**src/rtl/aq32_boot_mapper_if.sv**
```systemverilog
// aq32_boot_mapper_if: CPU-side bus of the boot mapper.
// The CPU drives the request fields and the strobe. The mapper returns
// the wait flag and the read data. A transfer completes in the cycle
// where cpu_strobe=1 and cpu_wait=0.
interface aq32_boot_mapper_if;
  logic [31:0] cpu_addr;
  logic [31:0] cpu_wrdata;
  logic [3:0]  cpu_bytesel;
  logic        cpu_wren;
  logic        cpu_strobe;
  logic        cpu_wait;
  logic [31:0] cpu_rddata;

  modport master (
    output cpu_addr,
    output cpu_wrdata,
    output cpu_bytesel,
    output cpu_wren,
    output cpu_strobe,
    input  cpu_wait,
    input  cpu_rddata
  );

  modport slave (
    input  cpu_addr,
    input  cpu_wrdata,
    input  cpu_bytesel,
    input  cpu_wren,
    input  cpu_strobe,
    output cpu_wait,
    output cpu_rddata
  );
endinterface

```
**src/rtl/aq32_boot_mapper.sv**
```systemverilog
// aq32_boot_mapper: address decode and handshake between the aq32 CPU bus,
// the 512-byte registered boot ROM and main RAM.
// After reset the ROM overlays the low RAM window, and ROM reads take one
// wait state. Writing bit 0 of the control register unmaps the ROM.
// Optional feature macro: BOOTMAP_REARM_EN. When it is defined, writing
// bit 1 of the control register maps the ROM again. If bits 0 and 1 are
// both written as 1, the clear takes priority.
module aq32_boot_mapper #(
  parameter logic [31:0] ROM_BASE  = 32'h0000_0000,
  parameter logic [31:0] CTRL_ADDR = 32'hFFFF_FFF0
) (
  input  logic                      clk,
  input  logic                      reset,
  aq32_boot_mapper_if.slave         cpu,
  output logic [8:0]                rom_addr,
  input  logic [31:0]               rom_rddata,
  output logic [31:0]               ram_addr,
  output logic [31:0]               ram_wrdata,
  output logic [3:0]                ram_bytesel,
  output logic                      ram_wren,
  output logic                      ram_strobe,
  input  logic                      ram_wait,
  input  logic [31:0]               ram_rddata,
  output logic                      boot_mode
);

  typedef enum logic {
    S_IDLE   = 1'b0,
    S_ROM_RD = 1'b1
  } state_t;

  state_t      r_state;
  state_t      w_next_state;
  logic        r_boot_mode;

  logic        w_sel_ctrl;
  logic        w_sel_rom;
  logic        w_ctrl_wr;
  logic        w_boot_clr;
`ifdef BOOTMAP_REARM_EN
  logic        w_boot_set;
`endif
  logic        w_cpu_wait;
  logic [31:0] w_cpu_rddata;
  logic        w_ram_strobe;

  // Address decode. The control register takes priority over the ROM window.
  always_comb begin
    w_sel_ctrl = (cpu.cpu_addr[31:2] == CTRL_ADDR[31:2]);
    w_sel_rom  = r_boot_mode
                 && (cpu.cpu_addr[31:9] == ROM_BASE[31:9])
                 && !w_sel_ctrl;
  end

  // Control register write qualifiers. Only an accepted IDLE-cycle access counts.
  always_comb begin
    w_ctrl_wr  = !reset && (r_state == S_IDLE) && cpu.cpu_strobe
                 && w_sel_ctrl && cpu.cpu_wren && cpu.cpu_bytesel[0];
    w_boot_clr = w_ctrl_wr && cpu.cpu_wrdata[0];
`ifdef BOOTMAP_REARM_EN
    w_boot_set = w_ctrl_wr && cpu.cpu_wrdata[1] && !cpu.cpu_wrdata[0];
`endif
  end

  // State register. Reset abandons any ROM read in flight.
  always_ff @(posedge clk) begin
    if (reset) begin
      r_state <= S_IDLE;
    end else begin
      r_state <= w_next_state;
    end
  end

  // Boot mode flag. It changes only at a clock edge, so a ROM_RD cycle
  // always completes from the ROM even if the flag clears in that cycle.
  always_ff @(posedge clk) begin
    if (reset) begin
      r_boot_mode <= 1'b1;
    end else if (w_boot_clr) begin
      r_boot_mode <= 1'b0;
`ifdef BOOTMAP_REARM_EN
    end else if (w_boot_set) begin
      r_boot_mode <= 1'b1;
`endif
    end
  end

  // Next state, handshake, and read-data mux.
  always_comb begin
    w_next_state = r_state;
    w_cpu_wait   = 1'b0;
    w_cpu_rddata = '0;
    w_ram_strobe = 1'b0;

    if (reset) begin
      w_next_state = S_IDLE;
      w_cpu_wait   = 1'b1;
    end else begin
      unique case (r_state)
        S_IDLE: begin
          if (w_sel_ctrl) begin
            w_cpu_rddata = {31'b0, r_boot_mode};
          end else begin
            w_cpu_rddata = ram_rddata;
          end

          if (cpu.cpu_strobe) begin
            if (w_sel_ctrl) begin
              w_cpu_wait = 1'b0;
            end else if (w_sel_rom) begin
              if (cpu.cpu_wren) begin
                // A ROM write completes immediately and is dropped.
                w_cpu_wait = 1'b0;
              end else begin
                // The registered ROM needs one cycle before its data is valid.
                w_cpu_wait   = 1'b1;
                w_next_state = S_ROM_RD;
              end
            end else begin
              w_ram_strobe = 1'b1;
              w_cpu_wait   = ram_wait;
            end
          end
        end

        S_ROM_RD: begin
          // Completes whatever the strobe level is.
          w_cpu_wait   = 1'b0;
          w_cpu_rddata = rom_rddata;
          w_next_state = S_IDLE;
        end

        default: begin
          w_next_state = S_IDLE;
        end
      endcase
    end
  end

  // Output wiring. RAM fields pass through unchanged; the ROM address is word-aligned.
  always_comb begin
    cpu.cpu_wait   = w_cpu_wait;
    cpu.cpu_rddata = w_cpu_rddata;
    rom_addr       = {cpu.cpu_addr[8:2], 2'b00};
    ram_addr       = cpu.cpu_addr;
    ram_wrdata     = cpu.cpu_wrdata;
    ram_bytesel    = cpu.cpu_bytesel;
    ram_wren       = cpu.cpu_wren;
    ram_strobe     = w_ram_strobe;
    boot_mode      = r_boot_mode;
  end

endmodule

```
**src/flat_wrapper.sv**
```systemverilog
// flat-port wrapper written by rule: the top's interface ports become plain ports
module aq32_boot_mapper_flat 
#(
  parameter logic [31:0] ROM_BASE  = 32'h0000_0000,
  parameter logic [31:0] CTRL_ADDR = 32'hFFFF_FFF0
)
  (clk, reset, rom_addr, rom_rddata, ram_addr, ram_wrdata, ram_bytesel, ram_wren, ram_strobe, ram_wait, ram_rddata, boot_mode, cpu_cpu_addr, cpu_cpu_wrdata, cpu_cpu_bytesel, cpu_cpu_wren, cpu_cpu_strobe, cpu_cpu_wait, cpu_cpu_rddata);
  aq32_boot_mapper_if cpu_i ();
  input  logic clk;
  input  logic reset;
  output logic [8:0] rom_addr;
  input  logic [31:0] rom_rddata;
  output logic [31:0] ram_addr;
  output logic [31:0] ram_wrdata;
  output logic [3:0] ram_bytesel;
  output logic ram_wren;
  output logic ram_strobe;
  input  logic ram_wait;
  input  logic [31:0] ram_rddata;
  output logic boot_mode;
  input wire logic [$bits(cpu_i.cpu_addr)-1:0] cpu_cpu_addr;
  input wire logic [$bits(cpu_i.cpu_wrdata)-1:0] cpu_cpu_wrdata;
  input wire logic [$bits(cpu_i.cpu_bytesel)-1:0] cpu_cpu_bytesel;
  input wire logic [$bits(cpu_i.cpu_wren)-1:0] cpu_cpu_wren;
  input wire logic [$bits(cpu_i.cpu_strobe)-1:0] cpu_cpu_strobe;
  output wire logic [$bits(cpu_i.cpu_wait)-1:0] cpu_cpu_wait;
  output wire logic [$bits(cpu_i.cpu_rddata)-1:0] cpu_cpu_rddata;
  assign cpu_i.cpu_addr = cpu_cpu_addr;
  assign cpu_i.cpu_wrdata = cpu_cpu_wrdata;
  assign cpu_i.cpu_bytesel = cpu_cpu_bytesel;
  assign cpu_i.cpu_wren = cpu_cpu_wren;
  assign cpu_i.cpu_strobe = cpu_cpu_strobe;
  assign cpu_cpu_wait = cpu_i.cpu_wait;
  assign cpu_cpu_rddata = cpu_i.cpu_rddata;
  aq32_boot_mapper #(.ROM_BASE(ROM_BASE), .CTRL_ADDR(CTRL_ADDR)) u_core (.clk(clk), .reset(reset), .cpu(cpu_i), .rom_addr(rom_addr), .rom_rddata(rom_rddata), .ram_addr(ram_addr), .ram_wrdata(ram_wrdata), .ram_bytesel(ram_bytesel), .ram_wren(ram_wren), .ram_strobe(ram_strobe), .ram_wait(ram_wait), .ram_rddata(ram_rddata), .boot_mode(boot_mode));
endmodule
```
**config.mk**
```make
export PLATFORM = sky130hd
export DESIGN_NAME = aq32_boot_mapper_flat
export DESIGN_NICKNAME = d
export VERILOG_FILES = /design/src/rtl/aq32_boot_mapper_if.sv /design/src/rtl/aq32_boot_mapper.sv /design/src/flat_wrapper.sv
export SDC_FILE = /design/constraint.sdc
export NUM_CORES = 1
export LEC_CHECK = 0
export ABC_AREA = 1
export CORE_AREA = 2 2 96 98
export DETAILED_ROUTE_END_ITERATION = 12
export DIE_AREA = 0 0 98 100
export PLACE_DENSITY = 0.65
export SETUP_SLACK_MARGIN = 0.15
export SLEW_MARGIN = 20
export SYNTH_ARGS = -nofsm -noshare
export SYNTH_HDL_FRONTEND = slang
export SYNTH_SLANG_ARGS = --single-unit
```
**constraint.sdc**
```tcl
create_clock -name clk -period 1.2 [get_ports clk]
set_clock_uncertainty 0.1 [all_clocks]
set_input_delay 0.24 -clock clk [delete_from_list [all_inputs] [get_ports clk]]
set_output_delay 0.24 -clock clk [all_outputs]
set_load 0.005 [all_outputs]
```
Word-level counts from Yosys, hierarchy flattened

Cells that the tools add are included.

Eq/ne operators: 1
Mux-type cells: 18
Bitwise gates (word level): 1
Reduce and logical (&&, ||, !) cells: 11

Operators by type and width:

| cell                   | count |
|---|---|
| $mux W32               | 2 |
| $pmux W32 S2           | 1 |
| $eq A30 B30 Y1 const B | 1 |
| $logic_not A23 Y1      | 1 |
| $mux W1                | 13 |
| $logic_and A1 B1 Y1    | 8 |
| $pmux W1 S2            | 2 |
| $logic_not A1 Y1       | 2 |
| $not A1 Y1             | 1 |

Register bits: 2

Depth between registers and ports, before layout

Depth in word-level cells: 8
Gate-level depth with buffers: 10

Worst setup path after synthesis

No wires, ideal clock.

Path type: in2out
Start point: in cpu_cpu_addr[2]
End point: out cpu_cpu_rddata[10]
Arrival time: 0.951 ns
Data required time: 0.860 ns
Slack: -0.091 ns
Cell stages on the path: 9
Path buffers: 1
Cell sequence: inv_1 nand2_1 nor2_1 nand2_1 nor2_1 nand2_2 buf_6 nand2_1 a21oi_1

Longest elaborated chain between the ends: 4

Ends and longest elaborated chain:

| what           | RTL line                | text |
|---|---|---|
| from (decl)    | flat_wrapper.sv:21      | `input wire logic [$bits(cpu_i.cpu_addr)-1:0] cpu_cpu_addr;` |
| $eq A30 B30 Y1 | aq32_boot_mapper.sv:49  | `w_sel_ctrl = (cpu.cpu_addr[31:2] == CTRL_ADDR[31:2]);` |
| $mux W32       | aq32_boot_mapper.sv:101 | `if (w_sel_ctrl) begin` |
| $pmux W32 S2   | aq32_boot_mapper.sv:99  | `unique case (r_state)` |
| $mux W32       | aq32_boot_mapper.sv:95  | `if (reset) begin` |
| to (decl)      | flat_wrapper.sv:27      | `output wire logic [$bits(cpu_i.cpu_rddata)-1:0] cpu_cpu_rddata;` |

No other way between the ends.

Worst setup path after layout

Start point: in cpu_cpu_addr[2]
End point: out cpu_cpu_rddata[6]

Same word-level chain as after synthesis.

==> flow_summary.json <==
{
  "start_kind": "input pin",
  "hold_viol_final": 0,
  "hold-path-cell-count": 4,
  "area_growth_pct": 154,
  "first_pass_iters": 4,
  "synth_compound_area_share_pct": 20.7,
  "cts_tree": "built",
  "required_ps": 860,
  "failed_checks": "setup timing",
  "worstSkewPairLatency_ps": 210,
  "finalNetCount": 579,
  "worstSetupPathType": "in -> out",
  "grt_max_degree": 25,
  "final-seq-area_um2": 42.5,
  "synth_seq_area_share_pct": 2.63,
  "antenna_left": 0,
  "numCtsBuffers": 3,
  "switchingPower_mw": 0.382,
  "place.gp.congestion": 0.713,
  "ys_seq_elements": 2,
  "worstPathArrival_ps": 1500,
  "ys_types": 16,
  "reg2reg_from": "u_core.boot_mode",
  "io_pins": 250,
  "synth_mux_area_share_pct": 0,
  "status": "finished with violations",
  "placedCellCount": 513,
  "synthXorXnorAreaFrac_pct": 0,
  "r2r_setup_slack_ps": -70,
  "hold_path_class": "in -> reg",
  "reg2reg_depth": 8,
  "fp.dieH_um": 100,
  "antenna_cells": 0,
  "synth_fa_ha_area_share_pct": 0,
  "drv_cap": 0,
  "hp-start": "cpu_cpu_wren",
  "hold_path_end": "u_core.r_state",
  "max_freq_mhz": 543,
  "cts.sinks": 2,
  "antenna_found_initial": 0,
  "die_w_um": 98,
  "synth_top_family_by_area": "buffers and inverters",
  "power_mw": 1.25,
  "drv_slew": 0,
  "power.share.sequential_pct": 5.4,
  "synthCells": 286,
  "fin_util_pct": 43.4,
  "core_area_um2": 8890,
  "num_vias": 2355,
  "fin_crit_sh_pct": 154,
  "ir_drop_uv": 256,
  "routed_wl_mm": 7.94,
  "final_cells": 551,
  "drc_errors": 0,
  "p_int_mw": 0.870,
  "cts.htree.levels": 1,
  "pwr-share-clk_pct": 21.3,
  "setup-violations-final": 37,
  "port-buffer-count": 175,
  "cp_max_fo": 5,
  "final_common_cell": "clkdlybuf4s50_1",
  "grt_usage_pct": 14.9,
  "r2r_end": "u_core.r_state",
  "hpwlAfterDp_mm": 5.83,
  "drive_gt1_share_pct": 53.2,
  "yosys.area_share.simple_pct": 30.7,
  "setup_ws_ps": -642,
  "fin_crit_ps": 1840,
  "switching_share_pct": 30.5,
  "num_rows": 35,
  "critPathCaptureType": "output pin",
  "fillers": 913,
  "avgSynthCellArea_um2": 5.32,
  "final_cell_mix": "66 x clkdlybuf4s50_1, 39 x buf_6, 36 x buf_4",
  "rsz0062_at_grt": "yes",
  "cts.clk_slew.worst_paths_ps": 30,
  "grt_overflow": 0,
  "die_area_um2": 9800,
  "cellLeakagePower_nw": 1.79,
  "place_ws_ps": -1230,
  "pwr_density_cell_nw_per_um2": 325,
  "multi_input_area_um2": 1200,
  "cts-hold-fix-buffers": 0,
  "grt_pass1_vias": 2321,
  "cts_root_buffer": "clkbuf_8",
  "yosysWarnings": 0,
  "routedWlPerCell_um": 14.4,
  "vias_per_cell": 4.27,
  "grt_pass1_wl_mm": 11.7,
  "netlist_area_um2": 1520,
  "clockBufferDepth": 2,
  "start_util_pct": 17.1,
  "drtIter0Drc": 52,
  "comb_power_share_pct": 73.4
}
-- metrics by stage --
step	setup TNS [ps]	hold slack [ps]	area (um^2)
4_1_cts	-18590	310	3580
2_1_floorplan	-1860	302	1650
6_report	-19090	315	3850
3_3_place_gp	-59720	380	3170
3_5_place_dp	-60080	380	3170
5_1_grt	-22000	348	3850
-- worst max-delay path by stage --
stage / start / end / slack, ps / cells after the start
2_1_floorplan: cpu_cpu_addr[2] / cpu_cpu_rddata[11] / -70 / 9
3_3_place_gp: cpu_cpu_addr[2] / cpu_cpu_rddata[17] / -1220 / 11
3_5_place_dp: cpu_cpu_addr[2] / cpu_cpu_rddata[16] / -1230 / 11
4_1_cts: cpu_cpu_addr[3] / cpu_cpu_rddata[6] / -690 / 14
5_1_grt: cpu_cpu_addr[2] / cpu_cpu_rddata[6] / -720 / 14
6_report: cpu_cpu_addr[2] / cpu_cpu_rddata[6] / -640 / 14
-- per-layer routing --
metal	share of wire [%]	vias up	GRT usage [%]
met5	0	-	0
met4	2.9	0	5.45
met3	7.2	26	3.55
met2	54	115	27.6
met1	36	1068	16.6
li1	-	1146	-
-- cell families (layout without fill, tap and decap cells) --
logic type	count (synthesis)	after routing
other cells	1	2
flops	2	2
buf+inv	101	254
simple gates	119	119
compound gates	63	63
-- critical path, cell delays in order --
cell	delay, ps
buf_8	110
clkinv_8	40
nand2_4	40
nor2_4	80
nand2_1	60
nor2_2	140
nand2_4	110
buf_12	140
buf_12	110
buf_6	100
buf_6	100
nand2_4	40
a21oi_2	40
buf_2	130
-- sequential cells by signal, indices dropped and copies added, names as in the netlist --
| signal | cells |
|---|---|
| u_core.r_state | 1 |
| u_core.boot_mode | 1 |
-- final cells by class --
class,count,area share [%]
tap,111,3.60
clock buffer,3,1.07
multi-input combinational,184,31.2
inverter,11,1.53
timing repair buffer,240,61.5
sequential,2,1.10
-- repair_timing --
action                                  in CTS  in global routing
resized for setup                          421                 59
hold endpoints to repair                     0                  0
pin swaps                                   23                 23
setup buffers                               21                  9
endpoints found under the setup margin      77                 38
cloned                                       5                  0
-- power groups by stage --
| stage | sequential [mW] | combinational (mW) | clock, mW |
|---|---|---|---|
| detailed placement | 0.0678 | 0.891 | 0 |
| finish | 0.0670 | 0.918 | 0.266 |
| global placement | 0.0678 | 0.887 | 0 |
| floorplan | 0.0678 | 0.379 | 0 |
| CTS | 0.0670 | 0.867 | 0.273 |
| global route | 0.0670 | 0.988 | 0.283 |
-- cell usage after synthesis --
cell type	number	area [um^2]
o21ai_0	32	160
buf_4	78	586
nor2_1	37	139
nand2_2	1	6.26
nand3_1	6	30.0
buf_6	3	33.8
nor3_1	4	20.0
nand4_1	1	6.26
nand2_1	69	259
inv_1	10	37.5
conb_1	1	3.75
inv_2	1	3.75
clkbuf_1	9	33.8
or2_2	1	6.26
dfxtp_1	2	40.0
a21oi_1	31	155
(Power assumes the default switching activity.)
